`src/rtl/dpram_be_init.sv`:
```
// Simple-dual-port RAM with per-byte write enables, registered read, write-first
// forwarding and a post-reset zeroing sweep. Define DPRAM_PARITY_EN for per-lane parity.
module dpram_be_init #(
    parameter int ADDRW = 5,
    parameter int DATAW = 32,
    parameter int BYTEW = 8,
    localparam int LANES = DATAW / BYTEW
) (
    input  logic             clk,
    input  logic             reset,
    input  logic [ADDRW-1:0] raddr,
    input  logic             rd_en,
    output logic [DATAW-1:0] dataout,
    output logic             dataout_valid,
    input  logic [ADDRW-1:0] waddr,
    input  logic [DATAW-1:0] datain,
    input  logic             we,
    input  logic [LANES-1:0] be,
    input  logic [LANES-1:0] wr_par_flip,
    output logic [LANES-1:0] parity_err,
    output logic             init_busy
);

    localparam int DEPTH = 1 << ADDRW;

    if (DATAW % BYTEW != 0) begin : g_width_check
        $error("dpram_be_init: DATAW must be a multiple of BYTEW");
    end

    typedef enum logic {ST_INIT, ST_RUN} state_t;

    state_t           state_q, state_d;
    logic [ADDRW-1:0] cnt_q, cnt_d;

    logic [ADDRW-1:0] mem_addr;
    logic [DATAW-1:0] mem_wdata;
    logic [LANES-1:0] mem_lane_en;
    logic [LANES-1:0] mem_flip;

    logic [DATAW-1:0] mem [DEPTH];

    logic [DATAW-1:0] rd_word_d;
    logic [LANES-1:0] perr_d;
    logic             fwd;
    logic [DATAW-1:0] dataout_q;
    logic             valid_q;
    logic [LANES-1:0] perr_q;

    always_ff @(posedge clk) begin
        if (reset) begin
            state_q <= ST_INIT;
            cnt_q   <= '0;
        end else begin
            state_q <= state_d;
            cnt_q   <= cnt_d;
        end
    end

    always_comb begin
        state_d = state_q;
        cnt_d   = cnt_q;
        if (state_q == ST_INIT) begin
            cnt_d = cnt_q + 1'b1;
            if (cnt_q == {ADDRW{1'b1}}) begin
                state_d = ST_RUN;
            end
        end
    end

    // The sweep takes over the write port; user write/flip inputs are masked.
    always_comb begin
        init_busy   = (state_q == ST_INIT);
        mem_addr    = waddr;
        mem_wdata   = datain;
        mem_lane_en = we ? be : '0;
        mem_flip    = wr_par_flip;
        if (state_q == ST_INIT) begin
            mem_addr    = cnt_q;
            mem_wdata   = '0;
            mem_lane_en = '1;
            mem_flip    = '0;
        end
    end

    always_ff @(posedge clk) begin
        if (!reset) begin
            for (int i = 0; i < LANES; i++) begin
                if (mem_lane_en[i]) begin
                    mem[mem_addr][i*BYTEW +: BYTEW] <= mem_wdata[i*BYTEW +: BYTEW];
                end
            end
        end
    end

    assign fwd = we && (state_q == ST_RUN) && (waddr == raddr);

    always_comb begin
        rd_word_d = mem[raddr];
        for (int i = 0; i < LANES; i++) begin
            if (fwd && be[i]) begin
                rd_word_d[i*BYTEW +: BYTEW] = datain[i*BYTEW +: BYTEW];
            end
        end
    end

`ifdef DPRAM_PARITY_EN
    logic [LANES-1:0] par_mem [DEPTH];
    logic [LANES-1:0] par_rd;

    always_ff @(posedge clk) begin
        if (!reset) begin
            for (int i = 0; i < LANES; i++) begin
                if (mem_lane_en[i]) begin
                    par_mem[mem_addr][i] <= (^mem_wdata[i*BYTEW +: BYTEW]) ^ mem_flip[i];
                end
            end
        end
    end

    always_comb begin
        par_rd = par_mem[raddr];
        perr_d = '0;
        for (int i = 0; i < LANES; i++) begin
            if (fwd && be[i]) begin
                par_rd[i] = (^datain[i*BYTEW +: BYTEW]) ^ wr_par_flip[i];
            end
            perr_d[i] = (^rd_word_d[i*BYTEW +: BYTEW]) ^ par_rd[i];
        end
    end
`else
    logic unused_flip;
    assign unused_flip = ^mem_flip;
    assign perr_d      = '0;
`endif

    always_ff @(posedge clk) begin
        if (reset) begin
            dataout_q <= '0;
            valid_q   <= 1'b0;
            perr_q    <= '0;
        end else if ((state_q == ST_RUN) && rd_en) begin
            dataout_q <= rd_word_d;
            valid_q   <= 1'b1;
            perr_q    <= perr_d;
        end else begin
            valid_q   <= 1'b0;
        end
    end

    assign dataout       = dataout_q;
    assign dataout_valid = valid_q;
    assign parity_err    = perr_q;

endmodule

```
`config.mk`:
```
export PLATFORM = sky130hd
export DESIGN_NAME = dpram_be_init
export DESIGN_NICKNAME = d
export VERILOG_FILES = /design/src/rtl/dpram_be_init.sv
export SDC_FILE = /design/constraint.sdc
export NUM_CORES = 1
export LEC_CHECK = 0
export BUFFER_PORTS_ARGS = -buffer_cell sky130_fd_sc_hd__buf_2
export CORE_MARGIN = 5
export CORE_UTILIZATION = 60
export DETAILED_ROUTE_END_ITERATION = 16
export PLACE_DENSITY = 0.8
export REMOVE_ABC_BUFFERS = 1
export SYNTH_ARGS = -nofsm -noshare
export SYNTH_HDL_FRONTEND = slang
export SYNTH_SLANG_ARGS = --single-unit
```
`constraint.sdc`:
```
create_clock -name clk -period 4.31 [get_ports clk]
set_input_delay 0.862 -clock clk [delete_from_list [all_inputs] [get_ports clk]]
set_output_delay 0.862 -clock clk [all_outputs]
set_load 0.05 [all_outputs]
```
==> metrics.sh <==
R2R.WORST_PATH.CELLS=7
MAXIMUM_NUMBER_OF_PINS_ON_ONE_NET_BEFORE_GLOBAL_ROUTE_REPAIR=64
DPL_WORST_SLACK_NS=0.723
YOSYSSEQAREASHARE_PCT=75.2
ROUTED_VIA_DENSITY=6.69
WORST_SLEW_MARGIN_REL_PCT=7.31
GRT_PASS1_VIAS=23700
HOLD_VIOL_FINAL=0
HOLD_CLASS='primary input to flip-flop'
NNETSFINAL=2539
FINCLKSKEW_NS=0.0248
PATH_CLASS='flip-flop to flip-flop'
NETLIST_AREA_UM2=41900
SYN_TO_FINAL_GROWTH_PCT=13.8
CP.DEPTH=7
MEAN_INSTANCE_SIZE_IN_THE_SYNTHESIZED_NETLIST_UM2=18.7
SLOWEST_DELAY_NS=0.96
I_O_PIN_COUNT=92
POST-ROUTE-WORST-SETUP-SLACK_NS=0.948
CRITICAL_PATH_REQUIRED_TIME_NS=4.90
FLOORPLAN.CORE_AREA_UM2=69700
TIMING.FMAX_GHz=0.297
POST_CTS_RESIZED=0
MOST-COMMON-LAYOUT-CELLS='edfxtp_1 (1024), mux2i_1 (265), buf_4 (202)'
WORSTSETUPENDPOINTTYPE='flip-flop'
GRT_FIRST_PASS_WIRELENGTH_MM=152
WORSTPATHARRIVAL_NS=3.95
CPLARGESTDELAYFAMILY='compound AO/OA/AOI/OAI gates'
GR_OVFL_TOTAL=0
VDD.IR_DROP.WORST_mV=0.301
FP-ROW-COUNT=97
INITIAL_CORE_UTIL_PCT=60.2
CRITICAL_PATH.CELL_CHAIN='buf_4 > nand2_1 > or2_2 > inv_1 > o31a_1 > a21boi_1 > a221o_1'
YOSYSUNIQUECELLTYPES=55
TIMING_MAX_TRANSITION_VIOLATIONS_FINAL=0
MAIN_FLOP_TYPE_AFTER_SYNTHESIS='edfxtp_1'
CLK_ROOT_BUFFER_CELL='clkbuf_16'
CRITICAL_PATH.MAX_FANOUT=34
TIMING.CRITICAL_PATH.BUF_INV=2
GLOBALROUTETOTALUTIL_PCT=27.5
ROUTED_LEN_INST_UM=29.5
WL_MM=103
SETUP-TNS-FINAL_NS=0
SYNTH_CELLS=2241
PORT_BUFFERS=83
HOLD_PATH_DEPTH=2
PLACE.GP.CONGESTION=0.878
CLOCK_PATH_BUFFERS=3
CRITICAL_PATH.STARTPOINT_TYPE='flip-flop'
INITIAL_ANTENNA_VIOLATION_COUNT=4
CELLLEAKAGEPOWER_nW=15.9
FP.DIEAREA_UM2=75300
CTSHTREEMAXLEVEL=3
TRITONCTS.NUM_BUFFERS=100
LAYOUT-DRIVE-GT1-SHARE_PCT=22.8
POST-ROUTE-MIN-PERIOD_NS=3.36
MOST_FREQUENT_STANDARD_CELL_IN_THE_LAYOUT_EXCLUDING_FILL_AND_TAP_CELLS='edfxtp_1'
ANTENNA_NETS_POST_ROUTE=0
POST_CTS_BUFFERS=0
CLK-INSERTION-DELAY-LATE_NS=0.65
ROUTED-VIA-COUNT=23400
YOSYS_WARNINGS=0
FINAL-SETUP-VIOL-COUNT=0
DIE_H_UM=274
YOSYS_REG_BITS=1063
POWER_DENSITY_nW_PER_UM2=438
HPWLAFTERDP_MM=64.4
DETAILEDROUTE.FIRSTPASSITERATIONCOUNT=6
FINAL.PERIOD_UTILIZATION_PCT=78.0
STATUS='completed'
TIMING_WORST_SLEW_PIN_VALUE_NS=1.39
DRC=0
TRITONCTS_CLOCK_TREE='done'
SYNTH_ENABLE_FLOP_CELLS=1024
SYNTHARSTFLOPSHARE_PCT=0
CTS_SINKS=1063
CAP_VIOL_MAX_COUNT=0
CRITICAL-PATH-SLOWEST-CELL='dfxtp_2'
COUNT_OF_HOLD_FIX_BUFFERS_INSERTED_AT_CTS=0
DETAILEDROUTE.FIRSTITERATIONVIOLATIONS=3096
SETUP_REPAIR_AFTER_GLOBAL_ROUTING_MISSED_ITS_MARGIN='false'
HOLD_SLACK_NS=0.428
DIE_WIDTH_UM=274
CTS.CLK_SLEW.WORST_PATHS_NS=0.06
[through the flow]
stage               cell area (µm²)  instances  util [%]  total power (W)
global placement              44500       3321      63.9           0.0124
detailed placement            44500       3321      63.9           0.0124
global route                  47700       3502      68.5           0.0215
finish                        47700       3503      68.5           0.0209
floorplan                     41100       2086         -           0.0119
CTS                           47700       3502      68.5           0.0209
[kinds of logic after synthesis]
family                   after synthesis  synth area share [%]
flip-flops                          1063                  75.2
multiplexers                         391                  13.1
AND/OR/NAND/NOR                      332                  4.23
AO/OA/AOI/OAI                        282                  5.11
buffers and inverters                162                  2.11
XOR/XNOR                               8                 0.230
adder cells (fa/ha/maj)                2                0.0597
other                                  1               0.00894
[area by class of cell]
cell class / count / area (µm²)
sequential: 1063 / 31500
multi-input combinational: 1019 / 9610
fill: 4252 / 21900
antenna: 1 / 2.50
timing repair buffer: 295 / 2150
inverter: 4 / 15.0
clock buffer: 127 / 2690
clock inverter: 54 / 541
tap: 940 / 1180
[cells in the mapped netlist (2+ instances only)]
master / count / area, µm²
edfxtp_1: 1024 / 30700
mux2i_1: 265 / 2650
a22oi_1: 131 / 983
nor3_1: 129 / 646
mux4_2: 125 / 2820
clkbuf_1: 65 / 244
and2_1: 48 / 300
a221oi_1: 43 / 377
nand2_1: 43 / 161
buf_2: 42 / 210
dfxtp_1: 39 / 781
nand3_1: 34 / 170
buf_4: 27 / 203
o21ai_0: 27 / 135
a221o_1: 23 / 230
nand4_1: 23 / 144
nor2_1: 16 / 60.1
buf_6: 15 / 169
nor2b_1: 13 / 81.3
a21oi_1: 12 / 60.1
a22o_1: 12 / 105
a31oi_1: 12 / 75.1
buf_1: 8 / 30.0
a211oi_1: 5 / 37.5
a21o_1: 5 / 37.5
xor2_1: 5 / 43.8
and3_1: 4 / 25.0
nand2b_1: 4 / 25.0
and2_0: 3 / 18.8
inv_1: 3 / 11.3
nor2_2: 3 / 18.8
nor2_4: 3 / 33.8
o21ai_1: 3 / 15.0
o31a_1: 3 / 26.3
ha_1: 2 / 25.0
nand3b_1: 2 / 15.0
or2_2: 2 / 12.5
[power breakdown]
group	switching (W)	leakage (nW)	total, W	internal [W]
clock network	0.00364	1.57	0.00868	0.00505
registers	0.0000230	9.32	0.0112	0.0112
logic	0.000610	5.04	0.000963	0.000353
total	0.00427	15.9	0.0209	0.0166
[sequential cells by signal (all words and copies together) (netlist names)]
name	flops
cnt_q	5
mem	1024
dataout	32
state_q	1
dataout_valid	1
[path summary, 6_finish.rpt]
path | from | slack (ns) | endpoint
hold reg to reg | dataout[26] | 0.48 | dataout[26]
setup / recovery | state_q | 0.95 | dataout[25]
setup reg to reg | state_q | 0.95 | dataout[25]
hold / removal | datain[23] | 0.43 | dataout[23]
[metal layers]
metal  up-vias  wire length (µm)  part of all wire (%)  global-route usage (%)
li1       9696                 -                     -                       -
met1     11900             36600                    35                    36.3
met4         4              4620                   4.5                    11.5
met5         -                26                 0.025                       0
met3       279             11400                    11                    5.81
met2      1574             50600                    49                    45.2
No activity file was read; power rests on OpenSTA's default activity.
